<file path="config.mk">
export PLATFORM = sky130hd
export DESIGN_NAME = cpu_x_flat
export DESIGN_NICKNAME = d
export VERILOG_FILES = /design/src/rtl/cpu_x_pkg.sv /design/src/rtl/cpu_x_if.sv /design/src/rtl/cpu_x_alu.sv /design/src/rtl/cpu_x.sv /design/src/flat_wrapper.sv
export SDC_FILE = /design/constraint.sdc
export NUM_CORES = 1
export LEC_CHECK = 0
export CAP_MARGIN = 20
export CORE_ASPECT_RATIO = 0.75
export CORE_MARGIN = 2
export CORE_UTILIZATION = 53
export DETAILED_ROUTE_END_ITERATION = 7
export PLACE_DENSITY_LB_ADDON = 0.05
export SYNTH_ARGS = -nofsm -noshare
export SYNTH_HDL_FRONTEND = slang
export SYNTH_HIERARCHICAL = 1
export SYNTH_SLANG_ARGS = --single-unit
export TNS_END_PERCENT = 50
</file>
<file path="constraint.sdc">
create_clock -name clock -period 17.01 [get_ports clock]
set_clock_uncertainty 0.15 [all_clocks]
set_input_delay 2.5515 -clock clock [delete_from_list [all_inputs] [get_ports clock]]
set_output_delay 2.5515 -clock clock [all_outputs]
set_load 0.01 [all_outputs]
</file>
<file path="src/rtl/cpu_x_pkg.sv">
// Shared definitions for the cpu_x core: opcodes, FSM states, instruction fields, CC bits.
// Bit numbering is big-endian throughout (bit 0 = MSB).
package cpu_x_pkg;

   typedef enum logic [2:0] {FETCH, DECODE, INDIRECT, EXECUTE, HALT} state_t;

   localparam logic [6:0] OP_AI   = 7'h20;
   localparam logic [6:0] OP_LI   = 7'h22;
   localparam logic [6:0] OP_WAIT = 7'h2E;
   localparam logic [6:0] OP_AW   = 7'h30;
   localparam logic [6:0] OP_LW   = 7'h32;
   localparam logic [6:0] OP_BCR  = 7'h68;
   localparam logic [6:0] OP_BCS  = 7'h69;

   localparam int F_IND    = 0;
   localparam int F_OPC_HI = 1;
   localparam int F_OPC_LO = 7;
   localparam int F_R_HI   = 8;
   localparam int F_R_LO   = 11;
   localparam int F_X_HI   = 12;
   localparam int F_X_LO   = 14;
   localparam int F_A_HI   = 15;
   localparam int F_A_LO   = 31;

   localparam int CC_CARRY = 0;
   localparam int CC_OVFL  = 1;
   localparam int CC_POS   = 2;
   localparam int CC_NEG   = 3;

   // Immediate-form opcodes never take the indirect cycle.
   function automatic logic is_immediate(input logic [6:0] op);
      return (op == OP_LI) || (op == OP_AI) || (op == OP_WAIT);
   endfunction

endpackage

</file>
<file path="src/rtl/cpu_x_if.sv">
// Read-only word-addressed memory port of the cpu_x core.
interface cpu_x_if;
   logic [15:31] memory_address;
   logic [0:31]  memory_data_in;

   modport master (output memory_address, input memory_data_in);
   modport slave  (input memory_address, output memory_data_in);
endinterface

</file>
<file path="src/rtl/cpu_x_alu.sv">
// Combinational 32-bit add/pass unit producing the condition code nibble.
module cpu_x_alu
   import cpu_x_pkg::*;
(
   input  logic [0:31] a,
   input  logic [0:31] b,
   input  logic        add_en,
   output logic [0:31] result,
   output logic [0:3]  cc
);

   logic [0:32] sum;

   always_comb begin
      sum    = {1'b0, a} + {1'b0, b};
      result = b;
      cc     = 4'b0000;
      if (add_en) begin
         result       = sum[1:32];
         cc[CC_CARRY] = sum[0];
         cc[CC_OVFL]  = (a[0] == b[0]) && (sum[1] != a[0]);
      end
      cc[CC_POS] = !result[0] && (result != 32'h0);
      cc[CC_NEG] = result[0];
   end

endmodule

</file>
<file path="src/rtl/cpu_x.sv">
// Minimal Sigma-style core: FETCH/DECODE/[INDIRECT]/EXECUTE over a combinational-read memory.
//   state    | meaning
//   FETCH    | address = PC, latch IR, PC += 1
//   DECODE   | address = indexed EA, register EA
//   INDIRECT | address = EA, replace EA with memory word
//   EXECUTE  | address = EA, perform op
//   HALT     | address = PC, wait for reset
module cpu_x
   import cpu_x_pkg::*;
#(
   parameter logic [15:31] RESET_PC    = 17'h00000,
   parameter bit           UNIMPL_HALT = 1'b1
) (
   input  logic     clock,
   input  logic     reset,
   cpu_x_if.master  mem
);

   state_t        state, state_nxt;
   logic [15:31]  pc, ea, ea_calc, addr;
   logic [0:31]   ir;
   logic [0:3]    cc;
   logic [0:31]   regs [0:15];

   logic [6:0]    opcode;
   logic [0:3]    r_f;
   logic [0:2]    x_f;
   logic [0:31]   imm;
   logic [0:31]   alu_b, alu_result;
   logic [0:3]    alu_cc;
   logic          alu_add, reg_we, br_take;

   assign opcode  = ir[F_OPC_HI:F_OPC_LO];
   assign r_f     = ir[F_R_HI:F_R_LO];
   assign x_f     = ir[F_X_HI:F_X_LO];
   assign imm     = {{12{ir[F_X_HI]}}, ir[F_X_HI:F_A_LO]};
   assign ea_calc = ir[F_A_HI:F_A_LO] + ((x_f != 3'd0) ? regs[{1'b0, x_f}][15:31] : 17'h0);

   assign alu_add = (opcode == OP_AI) || (opcode == OP_AW);
   assign alu_b   = ((opcode == OP_LI) || (opcode == OP_AI)) ? imm : mem.memory_data_in;

   cpu_x_alu u_alu (
      .a      (regs[r_f]),
      .b      (alu_b),
      .add_en (alu_add),
      .result (alu_result),
      .cc     (alu_cc)
   );

   // Address is muxed from registered sources only; reset forces the restart vector.
   assign mem.memory_address = reset ? RESET_PC : addr;

   always_ff @(posedge clock) begin
      if (reset) state <= FETCH;
      else       state <= state_nxt;
   end

   always_comb begin
      state_nxt = state;
      addr      = pc;
      reg_we    = 1'b0;
      br_take   = 1'b0;
      case (state)
         FETCH: begin
            addr      = pc;
            state_nxt = DECODE;
         end
         DECODE: begin
            addr      = ea_calc;
            state_nxt = (ir[F_IND] && !is_immediate(opcode)) ? INDIRECT : EXECUTE;
         end
         INDIRECT: begin
            addr      = ea;
            state_nxt = EXECUTE;
         end
         EXECUTE: begin
            addr      = ea;
            state_nxt = FETCH;
            case (opcode)
               OP_LI, OP_AI, OP_LW, OP_AW: reg_we = 1'b1;
               OP_BCR:  br_take = ((cc & r_f) == 4'b0000);
               OP_BCS:  br_take = ((cc & r_f) != 4'b0000);
               OP_WAIT: state_nxt = HALT;
               default: if (UNIMPL_HALT) state_nxt = HALT;
            endcase
         end
         HALT: begin
            addr      = pc;
            state_nxt = HALT;
         end
         default: state_nxt = FETCH;
      endcase
   end

   always_ff @(posedge clock) begin
      if (reset) begin
         pc <= RESET_PC;
         ea <= 17'h0;
         ir <= 32'h0;
         cc <= 4'b0000;
         for (int i = 0; i < 16; i++) regs[i] <= 32'h0;
      end else begin
         case (state)
            FETCH: begin
               ir <= mem.memory_data_in;
               pc <= pc + 17'd1;
            end
            DECODE:   ea <= ea_calc;
            INDIRECT: ea <= mem.memory_data_in[15:31];
            EXECUTE: begin
               if (reg_we) begin
                  regs[r_f] <= alu_result;
                  cc        <= alu_cc;
               end
               if (br_take) pc <= ea;
            end
            default: ;
         endcase
      end
   end

endmodule

</file>
<file path="src/flat_wrapper.sv">
// flat-port wrapper written by rule: the top's interface ports become plain ports
module cpu_x_flat import cpu_x_pkg::*;
#(
   parameter logic [15:31] RESET_PC    = 17'h00000,
   parameter bit           UNIMPL_HALT = 1'b1
)
  (clock, reset, mem_memory_address, mem_memory_data_in);
  cpu_x_if mem_i ();
  input  logic clock;
  input  logic reset;
  output wire logic [$bits(mem_i.memory_address)-1:0] mem_memory_address;
  input wire logic [$bits(mem_i.memory_data_in)-1:0] mem_memory_data_in;
  assign mem_memory_address = mem_i.memory_address;
  assign mem_i.memory_data_in = mem_memory_data_in;
  cpu_x #(.RESET_PC(RESET_PC), .UNIMPL_HALT(UNIMPL_HALT)) u_core (.clock(clock), .reset(reset), .mem(mem_i));
endmodule
</file>
# Word level (Yosys, flattened, before mapping)
# Memory sizes are Yosys's and may differ from the RTL's. A register that Yosys moved wholly into a read port is not among the register bits.
# Cells that the tools add are included.
# Widths: inputs -> output; s select.
# classes
n_bitwise	1
muxes	29
addsub	3
n_reduce_logical	21
n_eq_ne	14
# ops
op	n
$pmux 17 s2	3
$mux 32	3
$mux 17	3
$eq 7x6->1 const B	5
$add 32x32->33	1
$reduce_bool 32->1	1
$reduce_or 32->1	1
$mux 4	5
$add 17x1->17 const B	1
$add 17x17->17	1
$pmux 3 s5	1
$eq 7x7->1 const B	2
$mux 1	11
$eq 3x2->1 const B	2
$reduce_or 6->1	1
$and 4x4->4	1
$logic_not 4->1	1
$reduce_and 2->1	2
$reduce_bool 2->1	2
$reduce_bool 4->1	1
$reduce_or 4->1	1
$eq 3x1->1 const B	1
$eq 3x3->1 const B	1
$logic_and 1x1->1	3
11 further kinds	14
# word_totals
out_inout_bits	17
regBits	73
n_memories	1
word_cells	74
input_bits	34
ramBits	512
# memory_table
name	depth	word_bits	rd	rd_ports_with_merged_regs	write_ports	line_no	rtl
u_core.regs	16	32	2	2	16	cpu_x.sv:23	logic [0:31] regs [0:15];

# Longest topological paths before layout
# logic_depth
word_depth	10
mapped_depth	20
depth_no_buf	19

# By module
# The synthesis kept the hierarchy.
# modules_own_cells
mod	seq_area_each_um2	area_each_um2	cells_each	n_inst
cpu_x	16976.3	28614.9	2004	1
cpu_x_alu	0.0	2262.2	322	1

# Worst setup path after synthesis
# Ideal clock, no wire load.
# synth_timing
path_type	register -> output
start	reg with a tool-made name
end	out mem_memory_address[14]
n_path_buf	2
path_slack_ps	10446
stages_incl_launch_ff	15
arrival_time_ps	3863
t_required_ps	14308
cell_sequence	dfxtp_1 > clkbuf_1 > buf_2 > mux4_2 > mux2i_1 > nor2_1 > ha_1 > fa_1 > a211oi_1 > nor3_1 > a2111oi_2 > o21ai_0 > a221oi_1 > xnor2_1 > o2bb2ai_1
# synth_rtl
item	line_no	rtl
to (decl)	flat_wrapper.sv:11	output wire logic [$bits(mem_i.memory_address)-1:0] mem_memory_address;

==> results.md <==
- Prevailing post-synth register cell: edfxtp_1
- Outcome: finished clean
- WHS: 0.310 ns
- Fin crit share: 48.6%
- Slew Limit Fails: 0
- # DRC: 0
- Worst slew pin tran: 1.16 ns
- Share of cells above drive strength 1: 18.2%
- DIE WIDTH: 283 um
- Clock buffer count from CTS: 58
- Leakage: 12.1 nW
- Post-Syn Nets: 2411
- 1st-iter DRT viols: 2778
- R2r setup slk: 9.66 ns
- Sequential share of power: 44.3%
- CP max stage cell: buf_4
- Chip height: 213 um
- Layout Area Growth over Synthesis: 9.58%
- Setup TNS: 0 ns
- Die ar.: 0.0602 sq mm
- IO buf count: 50
- Global-route wire length before repair: 134 mm
- Distinct cell type count after synthesis: 84
- Hold EP: u_core/ir[0]
- # rows: 76
- Pwr per Cell Area: 114 mW/mm^2
- Hpwl dp: 55.2 mm
- Fillcell total: 4563
- CTS tree: built
- Routability Congestion: 0.901
- RR Endpoint: u_core/cc[2]
- Combinational share of power: 24.3%
- Maximum clock path buffer count: 3
- Core area: 0.0575 sq mm
- Internal power: 2.65 mW
- CP Data Arrival Time: 5.56 ns
- Initial antenna violation count: 6
- I/O pin total: 51
- Switching pwr: 1.20 mW
- Rel. slew slack: 22.5%
- Top-area cell type share of the netlist area: 49.8%
- Number of synthesized register bits: 592
- Vias post-DR: 20100
- Max cap viols: 0
- Mapped Area: 0.0309 sq mm
- RSZ-0062 raised after global routing: false
- Starting Density: 53.7%
- Drt wl/cell: 29.5 um
- CTS Hold Buffers Added: 0
- Clk slew on worst S/H paths: 0.07 ns
- PostCTS Resize Cnt: 0
- Crit path time final: 8.26 ns
- Largest net degree at the start of global routing: 74
- Mean post-synth cell area: 13.3 sq um
- Vias in the first global route: 19100
- Part of the Yosys area used for sequential elements: 55.0%
- Max IR drop VDD: 0.0870 mV
- Post-CTS Setup Inserts: 0
- Root Driver: clkbuf_16
- Endpoints failing setup: 0
- Final Hold Violating Endpoints: 0
- Post-Route WL: 92.5 mm
- CP startpoint kind: register
- Dominant cell type by area after synthesis: edfxtp_1
- Hold depth: 2
- Nets: 2397
- Crit-path cells: buf_4 > mux4_2 > mux2i_1 > nor2_1 > ha_1 > fa_1 > a211oi_1 > nor3_1 > a2111oi_2 > o21ai_0 > a221oi_1 > xnor2_1 > o2bb2ai_1 > clkdlybuf4s50_1
- Post-synth EDFFs: 512
- Later-pin clock latency in the skew report: 0.65 ns
- All-Layer GR Usage: 31.2%
- Synth warnings: 6
- Setup CP Type: reg -> out
- Pre-antenna DRT Iters: 5
- Post-DRT Antenna Nets: 0
- Fmax: 121 MHz
- Worst r2r path cells: 16
- Biggest cell delay along the critical path: 0.59 ns
- Max FO, Critical Path: 34
- H-Tree Depth: 2
- Top cells by area, synth: edfxtp_1 (50%), mux4_2 (14%), and2_1 (11%)
- Worst EP required: 14.31 ns
- Min-delay src: u_core/ir[0]
- Hold crit path type: reg -> reg
- Clock share of power: 31.4%
- Post-synth ARST share: 0%
- Vias per cell: 6.41
- Post-Syn Instances: 2326
- Crit. End Element: output pin
- Gr ovfl total: 0
- TritonCTS Sinks: 592
- Sw Ratio: 31.1%
==> worst max-delay path by stage <==
stage,from,end
floorplan,register,mem_memory_address[14]
global placement,register,mem_memory_address[14]
detailed placement,mem_memory_data_in[1],u_core/cc[2]
CTS,register,mem_memory_address[14]
global route,register,mem_memory_address[14]
finish,register,mem_memory_address[14]
==> cell families (layout without fill, tap and decap cells) <==
| kind of cell | Yosys count | after routing | share of synthesized area (%) |
|---|---|---|---|
| other cells | 0 | 2 | 0 |
| buf+inv | 207 | 238 | 2.76 |
| simple gates | 854 | 854 | 15.8 |
| flops | 592 | 592 | 55.0 |
| xor+xnor | 43 | 43 | 1.22 |
| compound gates | 325 | 325 | 6.89 |
| fa+ha+maj | 51 | 51 | 2.12 |
| mux | 254 | 254 | 16.2 |
==> cell usage after synthesis (5+ instances only) <==
master	count
a2111oi_0	5
a211oi_1	10
a21o_1	25
a21oi_1	107
a221oi_1	6
a22o_1	5
a22oi_1	38
a31oi_1	13
and2_1	519
and3_1	7
buf_1	13
buf_2	15
clkbuf_1	122
clkbuf_2	33
dfxtp_1	80
edfxtp_1	512
ha_1	49
inv_1	21
mux2_2	37
mux2i_1	23
mux4_2	194
nand2_1	140
nand2b_1	6
nand3_1	12
nand4_1	10
nor2_1	76
nor2b_1	10
nor3_1	18
o211ai_1	5
o21a_1	6
o21ai_0	47
o21bai_1	6
o22ai_1	8
o2bb2ai_1	5
or2_2	17
or3_1	5
xnor2_1	29
xor2_1	14
==> registers in the layout, indices dropped and copies added, names as in the netlist, named ones only <==
register,count
u_core/ea,17
u_core/pc,17
u_core/cc,4
u_core/ir,32
u_core/state,3
u_core/regs,512
==> critical path: cells and delay by family (launching register included) <==
family / cells / cell delay, ns
compound gates: 5 / 1.49
buf+inv: 2 / 1.15
mux: 2 / 0.92
fa+ha+maj: 2 / 0.65
flops: 1 / 0.32
simple gates: 2 / 0.22
xor+xnor: 1 / 0.20
==> cell usage in the layout (no fill, tap or decap), types with 16 or more instances in the layout <==
master	synthesis	routed
nor3_1	18	16
o21ai_0	47	45
mux4_2	194	194
a22oi_1	38	38
mux2i_1	23	23
clkbuf_16	0	58
edfxtp_1	512	512
or2_2	17	17
nor2_1	76	69
a21oi_1	107	107
mux2_2	37	37
clkdlybuf4s50_1	0	49
ha_1	49	49
inv_1	21	21
nand2_1	140	140
a21o_1	25	25
xnor2_1	29	29
clkbuf_1	122	16
and2_1	519	519
buf_4	2	62
dfxtp_1	80	75
==> power by group through the flow <==
| stage | logic (mW) | clock network, mW | registers [mW] |
|---|---|---|---|
| after floorplan | 0.654 | 0 | 1.69 |
| after global placement | 0.911 | 0 | 1.73 |
| after detailed placement | 0.916 | 0 | 1.73 |
| after CTS | 0.920 | 1.23 | 1.70 |
| after global routing | 1.00 | 1.29 | 1.71 |
| final | 0.934 | 1.21 | 1.70 |
==> final cells by class <==
type / instances / area, sq um / area share, %
flip-flops and latches: 592 / 17000 / 50.2
clock buffers: 75 / 1520 / 4.49
inverters: 21 / 78.8 / 0.233
repair buffers: 112 / 967 / 2.86
well taps: 780 / 976 / 2.88
diodes: 2 / 5.00 / 0.0148
clock inverters: 30 / 208 / 0.614
multi-input cells: 1527 / 13100 / 38.7
==> per-stage QoR <==
stage | utilization [%] | setup slack [ns] | power, mW | instance area (sq um) | cells
2_1_floorplan | - | 10.45 | 2.35 | 30900 | 2326
3_3_place_gp | 55.8 | 9.38 | 2.64 | 32100 | 3029
3_5_place_dp | 55.8 | 9.31 | 2.65 | 32100 | 3031
4_1_cts | 58.8 | 8.70 | 3.85 | 33800 | 3136
5_1_grt | 58.8 | 8.39 | 4.00 | 33800 | 3138
6_report | 58.8 | 8.75 | 3.84 | 33800 | 3139
==> layer usage <==
metal / vias to the layer above / routed length (um) / track usage [%]
met5: - / 0 / 0
met4: 0 / 1890 / 6.55
met3: 125 / 10200 / 6.29
met2: 1115 / 40500 / 46.2
met1: 10200 / 39900 / 47.9
li1: 8658 / - / -
(Power assumes the default switching activity.)
